[src/rtl/game_state_controller.sv]
// Game state controller: IDLE/PLAYING/GAMEOVER sequencing, bird physics,
// collision detection against three pipes and saturating score keeping.
module game_state_controller #(
    parameter int TICK_DIVIDER    = 50000,
    parameter int SCREEN_HEIGHT   = 480,
    parameter int BIRD_X          = 120,
    parameter int BIRD_SIZE       = 24,
    parameter int PIPE_WIDTH      = 52,
    parameter int PIPE_GAP_HEIGHT = 100,
    parameter int START_Y         = 240,
    parameter int FLAP_VELOCITY   = -8,
    parameter int GRAVITY         = 1,
    parameter int MAX_FALL        = 8,
    parameter int HOLD_CYCLES     = 1000000
) (
    input  logic               iClock,
    input  logic               iReset,
    input  logic               iFlap,
    input  logic signed [31:0] iPipe1X,
    input  logic signed [31:0] iPipe2X,
    input  logic signed [31:0] iPipe3X,
    input  logic signed [31:0] iPipe1Y,
    input  logic signed [31:0] iPipe2Y,
    input  logic signed [31:0] iPipe3Y,
    output logic [1:0]         oState,
    output logic signed [31:0] oBirdY,
    output logic [15:0]        oScore
);

    typedef enum logic [1:0] {
        S_IDLE     = 2'd0,
        S_PLAYING  = 2'd1,
        S_GAMEOVER = 2'd2,
        S_ILLEGAL  = 2'd3
    } state_t;

    localparam logic signed [31:0] SCREEN_H_S  = 32'(SCREEN_HEIGHT);
    localparam logic signed [31:0] BIRD_X_S    = 32'(BIRD_X);
    localparam logic signed [31:0] BIRD_SIZE_S = 32'(BIRD_SIZE);
    localparam logic signed [31:0] BIRD_R_S    = 32'(BIRD_X + BIRD_SIZE);
    localparam logic signed [31:0] PIPE_W_S    = 32'(PIPE_WIDTH);
    localparam logic signed [31:0] GAP_S       = 32'(PIPE_GAP_HEIGHT);
    localparam logic signed [31:0] START_Y_S   = 32'(START_Y);
    localparam logic signed [31:0] NO_PIPE     = -32'sd1;
    localparam logic signed [7:0]  FLAP_V_S    = 8'(FLAP_VELOCITY);
    localparam logic signed [8:0]  GRAVITY_S   = 9'(GRAVITY);
    localparam logic signed [8:0]  MAX_FALL_S9 = 9'(MAX_FALL);
    localparam logic signed [7:0]  MAX_FALL_S8 = 8'(MAX_FALL);
    localparam logic [31:0]        TICK_LAST   = 32'(TICK_DIVIDER - 1);
    localparam logic [31:0]        HOLD_LAST   = 32'(HOLD_CYCLES);

    function automatic logic signed [7:0] apply_gravity(input logic signed [7:0] v);
        logic signed [8:0] s;
        s = 9'(v) + GRAVITY_S;
        return (s > MAX_FALL_S9) ? MAX_FALL_S8 : s[7:0];
    endfunction

    function automatic logic [15:0] sat_add(input logic [15:0] a, input logic [1:0] n);
        logic [16:0] s;
        s = {1'b0, a} + 17'(n);
        return s[16] ? 16'hFFFF : s[15:0];
    endfunction

    state_t             state_q, state_d;
    logic signed [31:0] bird_y_q, bird_y_d;
    logic signed [7:0]  vel_q, vel_d;
    logic [15:0]        score_q, score_d;
    logic [31:0]        tick_q, tick_d;
    logic [31:0]        hold_q, hold_d;
    logic [2:0]         passed_q, passed_d;
    logic               flap_q, arm_q;

    logic signed [31:0] pipe_x [3];
    logic signed [31:0] pipe_y [3];
    logic signed [31:0] vel_ext;
    logic               flap_pulse, collide;
    logic [2:0]         passed_nxt;
    logic [1:0]         pass_cnt;

    assign pipe_x[0] = iPipe1X;
    assign pipe_x[1] = iPipe2X;
    assign pipe_x[2] = iPipe3X;
    assign pipe_y[0] = iPipe1Y;
    assign pipe_y[1] = iPipe2Y;
    assign pipe_y[2] = iPipe3Y;
    assign vel_ext   = 32'(vel_q);

    // arm_q stays low for the first clock after reset so a button held through release is not a press
    assign flap_pulse = iFlap & ~flap_q & arm_q;

    always_comb begin
        collide = (bird_y_q < 0) || (bird_y_q + BIRD_SIZE_S > SCREEN_H_S);
        for (int i = 0; i < 3; i++) begin
            if (pipe_y[i] != NO_PIPE && pipe_x[i] < BIRD_R_S && pipe_x[i] + PIPE_W_S > BIRD_X_S &&
                (bird_y_q < pipe_y[i] || bird_y_q + BIRD_SIZE_S > pipe_y[i] + GAP_S)) begin
                collide = 1'b1;
            end
        end
    end

    always_comb begin
        passed_nxt = passed_q;
        pass_cnt   = 2'd0;
        for (int i = 0; i < 3; i++) begin
            if (pipe_x[i] + PIPE_W_S < BIRD_X_S) begin
                if (pipe_y[i] != NO_PIPE && !passed_q[i]) begin
                    passed_nxt[i] = 1'b1;
                    pass_cnt      = pass_cnt + 2'd1;
                end
            end else begin
                passed_nxt[i] = 1'b0;
            end
        end
    end

    always_comb begin
        state_d  = state_q;
        bird_y_d = bird_y_q;
        vel_d    = vel_q;
        score_d  = score_q;
        tick_d   = tick_q;
        hold_d   = hold_q;
        passed_d = passed_q;
        case (state_q)
            S_IDLE: begin
                bird_y_d = START_Y_S;
                vel_d    = 8'sd0;
                if (flap_pulse) begin
                    state_d  = S_PLAYING;
                    score_d  = 16'd0;
                    passed_d = 3'b000;
                    tick_d   = 32'd0;
                    vel_d    = FLAP_V_S;
                end
            end
            S_PLAYING: begin
                // a collision freezes position, velocity and score for the game-over screen
                if (collide) begin
                    state_d = S_GAMEOVER;
                    hold_d  = 32'd0;
                end else begin
                    score_d  = sat_add(score_q, pass_cnt);
                    passed_d = passed_nxt;
                    if (tick_q == TICK_LAST) begin
                        tick_d   = 32'd0;
                        bird_y_d = bird_y_q + vel_ext;
                        vel_d    = apply_gravity(vel_q);
                    end else begin
                        tick_d = tick_q + 32'd1;
                    end
                    if (flap_pulse) vel_d = FLAP_V_S;
                end
            end
            S_GAMEOVER: begin
                if (hold_q != HOLD_LAST) begin
                    hold_d = hold_q + 32'd1;
                end else if (flap_pulse) begin
                    state_d  = S_IDLE;
                    bird_y_d = START_Y_S;
                    vel_d    = 8'sd0;
                end
            end
            default: state_d = S_IDLE;
        endcase
    end

    always_ff @(posedge iClock or negedge iReset) begin
        if (!iReset) begin
            state_q  <= S_IDLE;
            bird_y_q <= START_Y_S;
            vel_q    <= 8'sd0;
            score_q  <= 16'd0;
            tick_q   <= 32'd0;
            hold_q   <= 32'd0;
            passed_q <= 3'b000;
            flap_q   <= 1'b0;
            arm_q    <= 1'b0;
        end else begin
            state_q  <= state_d;
            bird_y_q <= bird_y_d;
            vel_q    <= vel_d;
            score_q  <= score_d;
            tick_q   <= tick_d;
            hold_q   <= hold_d;
            passed_q <= passed_d;
            flap_q   <= iFlap;
            arm_q    <= 1'b1;
        end
    end

    assign oState = state_q;
    assign oBirdY = bird_y_q;
    assign oScore = score_q;

endmodule

[config.mk]
export PLATFORM = sky130hd
export DESIGN_NAME = game_state_controller
export DESIGN_NICKNAME = d
export VERILOG_FILES = /design/src/rtl/game_state_controller.sv
export SDC_FILE = /design/constraint.sdc
export NUM_CORES = 1
export LEC_CHECK = 0
export BUFFER_PORTS_ARGS = -buffer_cell sky130_fd_sc_hd__buf_2
export CAP_MARGIN = 20
export CORE_ASPECT_RATIO = 2
export CORE_MARGIN = 2
export CORE_UTILIZATION = 44
export CTS_CLUSTER_SIZE = 28
export DETAILED_ROUTE_END_ITERATION = 16
export GPL_TIMING_DRIVEN = 0
export PLACE_DENSITY = 0.75
export SYNTH_ARGS = -nofsm -noshare
export SYNTH_HDL_FRONTEND = slang
export SYNTH_SLANG_ARGS = --single-unit
[constraint.sdc]
create_clock -name iClock -period 6.2 [get_ports iClock]
set_input_delay 1.24 -clock iClock [delete_from_list [all_inputs] [get_ports iClock]]
set_output_delay 1.24 -clock iClock [all_outputs]
set_load 0.03 [all_outputs]
==> metrics.txt, run 1 <==
status complete, no violations; Yosys reg bits 127; commonest cells after routing, fill and taps aside 257 x buf_2, 238 x ha_1, 204 x nand2_1; fin crit period 6.11 ns; Slew Limit Headroom 29.2%; DP HPWL 53,800 µm; drt via density 6.33; GRT overflow 0; critical path class reg -> reg; DR pass1 iterations 5; Nets 2,959; multiplexer share of the synthesized area 1.21%; area post-placement 19,200 µm²; antenna violations before repair 9; TritonCTS Buffers 17; Cell Pwr Density 114 nW/µm²; gpl congestion 1.06; Clk Latency, worst-skew pair 0.45 ns; post-route cell area 20,300 µm²; wire per inst 21.6 µm; die height 284 µm; area grow syn2layout 17.4%; Adder-Cell Fraction of Synth Area 17.5%; Least-Margin Pin Slew 1.05 ns; LEAKAGE 9.23 nW; post-synth top area share 17.8%; Rows 102; CTS Sinks 127; die area 40,900 µm²; worst clock skew 0.00993 ns; CP arrival 6.47 ns; multi-input logic area 13,600 µm²; Max Slew Vio Count 0; CP required 6.56 ns; via count of the first global-routing pass 19,400; antenna viol nets, final 0; Seq/Total Area, Yosys 18.4%; Synth Instances 2,250; MaxCap Viol Count 0; critical path launch point type register; simple logic cell fraction of the synthesized area 28.4%; post-synthesis compound-gate area fraction 22.3%; WL final 66,100 µm; final setup fails 0; Clk pin slew, worst setup/hold paths 0.06 ns; Die X 144 µm; ys async rst share 100%; achievable frequency 164 MHz; buffers added on ports 243; Root Driver clkbuf_16; hold crit path type reg -> reg; largest family of logic cells by synthesized area simple AND/OR/NAND/NOR gates; post-synth top area cell dfrtp_1; Final Hold Vio Count 0; DRC 0; Mean Syn Cell Area 7.68 µm²; most common cell after layout, fill and taps aside buf_2; Final Cycle Share 98.5%; Storage cell area 3200 µm²; Core Footprint 38,700 µm²; 1st-iter DRT viols 1,193; Worst Path Max Fanout 10; Final Non-Filler Cells 3,064; R2R depth 18; Hold Path Stages 1; syn nets 2,685; via count 19,400; IO Pins 245; CTS Buffer Depth 2; post-synthesis cell area 17,300 µm²; largest cells by area after synthesis dfrtp_1 18%, ha_1 17%, xnor2_1 6.3%, a21oi_1 4.7%, nand2_1 4.5%; pin count of the biggest net entering global routing 96; layout cells sized above 1 17.2%; EDFF count, synth 0; worst ir drop on vdd 0.220 mV; Total GRT Usage 31.8%; Post-Synth XOR/XNOR Area 7.35%; Starting Density 44.7%; fillers 3,755; Synth cell types 95; ys flop type dfrtp_1; Ys Warns 0; Fin Setup TNS 0 ns; CTS tree done; first-pass GRT wire length 101,000 µm; placed insts 3,014; Setup crit end kind register; H-tree level count 4
[area by class of cell]
class                   count  area share (%)
clock buffers              28            2.60
inverters                 152            2.82
diodes                      7          0.0864
multi-input cells        1909            67.1
well taps                 520            3.21
repair buffers            256            6.61
plain buffers              61            1.48
flip-flops and latches    127            15.8
clock inverters             4           0.358
[critical path, cell delays in order (launching register included)]
cell and delay, ns:
dfrtp_1 0.81, inv_1 0.19, or4_1 0.55, buf_2 0.19
nor4_2 0.43, xor2_1 0.57, ha_1 0.26, nand3_1 0.11
or4_1 0.49, a311oi_2 0.33, nor3_1 0.11, mux2i_1 0.15
o311ai_2 0.48, nand2_4 0.20, buf_4 0.19, o31ai_4 0.38
buf_2 0.32, a21oi_1 0.12, nor2_1 0.15
[power breakdown]
group / internal, mW / switching (mW) / leakage [nW]
clock: 0.655 / 0.376 / 0.291
sequential: 0.830 / 0.000251 / 1.57
combinational: 0.176 / 0.273 / 7.37
[synth_stat cells (20+ instances only)]
master and number:
dfrtp_1 123, nand2_1 205, nor2_1 126, and3_1 43, a21o_1 45, o21ai_0 137
nand4_1 73, xnor2_1 124, xor2_1 21, nor3_1 77, nor4_1 51, ha_1 238
a21oi_1 162, inv_1 152, a31oi_1 24, and4_1 20, clkbuf_1 42, nand2b_1 31
nand3_1 127, a211oi_1 21, o31ai_1 47, or3_1 31
[logic make-up (layout without fill, tap and decap cells)]
group | Yosys count | after routing
simple gates | 913 | 913
compound gates | 590 | 590
fa+ha+maj | 240 | 240
buf+inv | 214 | 501
xor+xnor | 145 | 145
flops | 127 | 127
mux | 20 | 20
other cells | 1 | 8
[metal layers]
layer | up-vias | global-route usage [%] | share of wire, %
met5 | - | 0 | 0.059
met2 | 846 | 56.7 | 50
met4 | 6 | 31.0 | 12
met3 | 384 | 6.91 | 6.2
li1 | 9036 | - | -
met1 | 9119 | 28.5 | 32
[registers in the layout, summed over array words and instances (netlist names)]
register / cells
flap_q: 1
vel_q: 8
hold_q: 32
oState: 2
arm_q: 1
oScore: 16
oBirdY: 32
tick_q: 32
passed_q: 3
[per-stage QoR]
step,utilization [%],setup WS (ns),hold slack (ns),power [mW]
after floorplan,-,0.306,0.459,1.07
after global placement,49.5,-1.36,0.477,1.26
after detailed placement,49.6,-1.41,0.486,1.28
after CTS,51.6,-0.0939,0.499,2.31
after global routing,52.4,-0.0113,0.510,2.41
final,52.4,0.0904,0.505,2.31
[final timing paths]
kind	start	to	slack [ns]
min	passed_q[2]	passed_q[2]	0.51
min in group asynchronous	iReset	hold_q[3]	0.68
min reg2reg	passed_q[2]	passed_q[2]	0.51
max in group asynchronous	iReset	oBirdY[9]	4.71
max	oBirdY[18]	oScore[12]	0.09
max reg2reg	oBirdY[18]	oScore[12]	0.09
[repair_timing]
item,4_1_cts,5_1_grt
resized for setup,40,79
buffers inserted,3,9
cloned,0,0
pin swaps,3,10
hold buffers,0,0
setup endpoints to repair,125,123
No activity file was read; power rests on OpenSTA's default activity.
==> run 2: changes to the inputs <==
--- a/config.mk
+++ b/config.mk
@@ -7,13 +7,14 @@
 export LEC_CHECK = 0
 export BUFFER_PORTS_ARGS = -buffer_cell sky130_fd_sc_hd__buf_2
 export CAP_MARGIN = 20
-export CORE_ASPECT_RATIO = 2
 export CORE_MARGIN = 2
 export CORE_UTILIZATION = 44
 export CTS_CLUSTER_SIZE = 28
 export DETAILED_ROUTE_END_ITERATION = 16
 export GPL_TIMING_DRIVEN = 0
+export MAX_ROUTING_LAYER = met4
 export PLACE_DENSITY = 0.75
+export REMOVE_ABC_BUFFERS = 1
 export SYNTH_ARGS = -nofsm -noshare
 export SYNTH_HDL_FRONTEND = slang
 export SYNTH_SLANG_ARGS = --single-unit
==> metrics.txt, run 2 (synthesis results as in run 1) <==
status complete, no violations; drt via density 6.17; IO Pins 245; TritonCTS Buffers 17; Clk pwr share 45.9%; Starting Density 44.6%; Hold Buf Count CTS 0; fin crit period 6.04 ns; critical path launch point type primary input; CP arrival 6.39 ns; MaxCap Viol Count 0; R2R setup slack 0.17 ns; delay-heaviest family, CP simple AND/OR/NAND/NOR gates; achievable frequency 166 MHz; Clk pin slew, worst setup/hold paths 0.06 ns; CTS tree done; Nets 2,925; worst setup path startpoint iPipe3Y[8]; sw power 0.662 mW; RR Startpoint oBirdY[9]; sequential share of power 35.3%; most common cell after layout, fill and taps aside buf_2; Final Hold Vio Count 0; commonest cells after routing, fill and taps aside 244 x buf_2, 238 x ha_1, 205 x nand2_1; worst clock skew 0.0117 ns; Max Slew Vio Count 0; Root Driver clkbuf_16; WP buf/inv 4; Worst Path Max Fanout 37; area post-placement 19,100 µm²; Clk Latency, worst-skew pair 0.43 ns; Combinational Power Share 18.8%; die area 40,800 µm²; Least-Margin Pin Slew 1.17 ns; GRT overflow 0; hold wc startpoint tick_q[31]; area grow syn2layout 17.8%; Total GRT Usage 28.1%; critical-path cell list buf_2 -> inv_1 -> nor3_4 -> and3_4 -> and3_2 -> nand2b_1 -> nor3_2 -> or3b_2 -> xnor2_1 -> ha_1 -> nand2_1 -> or4_4 -> a311oi_4 -> nor3_1 -> mux2i_1 -> o311ai_4 -> buf_4 -> nand2_2 -> o31a_4 -> buf_12 -> mux2i_1 -> a31oi_1; buffers added on ports 244; DP HPWL 45,200 µm; CP required 6.55 ns; DR pass1 iterations 6; critical path class in -> reg; CTS Buffer Depth 2; DRC 0; via count of the first global-routing pass 18,100; 1st-iter DRT viols 1,460; Final Non-Filler Cells 3,030; Setup crit end kind register; H-tree level count 4; Die X 202 µm; unrepaired setup endpoints after global routing yes; layout cells sized above 1 16.5%; placed insts 2,958; post-route cell area 20,300 µm²; first-pass GRT wire length 91,400 µm; CTS Sinks 127; Core Footprint 38,700 µm²; cell mode on critical path mux2i_1; final setup fails 0; via count 18,700; die height 202 µm; gpl congestion 1.03; switching fraction of total power 28.1%; Final Cycle Share 97.4%; wire per inst 19.1 µm; internal power 1.69 mW; worst ir drop on vdd 0.132 mV; fillers 3,653; CP max stage cell or4_4; LEAKAGE 9.31 nW; hold crit path type reg -> reg; max incr delay on CP 0.57 ns; Cell Pwr Density 116 nW/µm²; WL final 58,000 µm; Slew Limit Headroom 20.3%; antenna violations before repair 7; antenna viol nets, final 0; pin count of the biggest net entering global routing 85; Rows 72
-- run 2: final cells by class --
type | instances | area (µm²) | area share [%]
inverters | 152 | 574 | 2.82
clock buffers | 19 | 443 | 2.18
multi-input cells | 1915 | 13600 | 67.0
well taps | 518 | 648 | 3.19
repair inverters | 1 | 7.51 | 0.0369
repair buffers | 276 | 1630 | 8.03
clock inverters | 13 | 189 | 0.929
flip-flops and latches | 127 | 3190 | 15.7
diodes | 9 | 22.5 | 0.111
-- run 2: power by group through the flow --
stage | clock [mW] | sequential, mW | combinational [mW]
global route | 1.12 | 0.830 | 0.495
global placement | 0 | 0.845 | 0.407
detailed placement | 0 | 0.845 | 0.423
CTS | 1.09 | 0.830 | 0.432
floorplan | 0 | 0.845 | 0.226
finish | 1.08 | 0.830 | 0.443
-- run 2: worst paths after layout --
path                              end  cells after the start
setup / recovery           oBirdY[31]                     22
min in group asynchronous   tick_q[0]                      1
hold / removal             tick_q[31]                      1
setup reg to reg           oBirdY[31]                     17
max in group asynchronous   oBirdY[4]                      2
hold reg to reg            tick_q[31]                      1
-- run 2: through the flow --
stage | util, % | TNS (ns) | setup WS [ns] | hold WS [ns] | total power [mW]
6_report | 52.5 | 0 | 0.159 | 0.510 | 2.35
5_1_grt | 52.5 | -0.0713 | -0.0465 | 0.526 | 2.45
4_1_cts | 51.7 | 0 | 0.00552 | 0.510 | 2.36
3_5_place_dp | 49.3 | -129.77 | -1.76 | 0.494 | 1.27
3_3_place_gp | 48.7 | -257.55 | -3.19 | 0.473 | 1.25
2_1_floorplan | - | -36.26 | -1.13 | 0.459 | 1.07
-- run 2: repair_timing --
| action | in CTS | in global routing |
|---|---|---|
| endpoints found under the setup margin | 124 | 120 |
| gates resized for setup | 30 | 39 |
| endpoints found under the hold margin | 0 | 0 |
| buffers inserted | 10 | 12 |
| pin swaps | 7 | 8 |
| cloned | 5 | 3 |
-- run 2: worst register-to-register path: cells and delay by family (launching register included) --
family,cells,cell delay (ns)
adders and majority gates,1,0.34
muxes,2,0.30
xor gates and xnor gates,1,0.21
buffers and inverters,2,0.43
and+or+nand+nor,7,2.61
DFF,1,0.74
AOI/OAI and AO/OA,4,1.32
-- run 2: metal layers --
metal  part of all wire [%]  track usage [%]
met2                     48             47.0
met3                    5.4             2.85
met1                     42             34.2
met5                      0                -
met4                    4.6             12.9
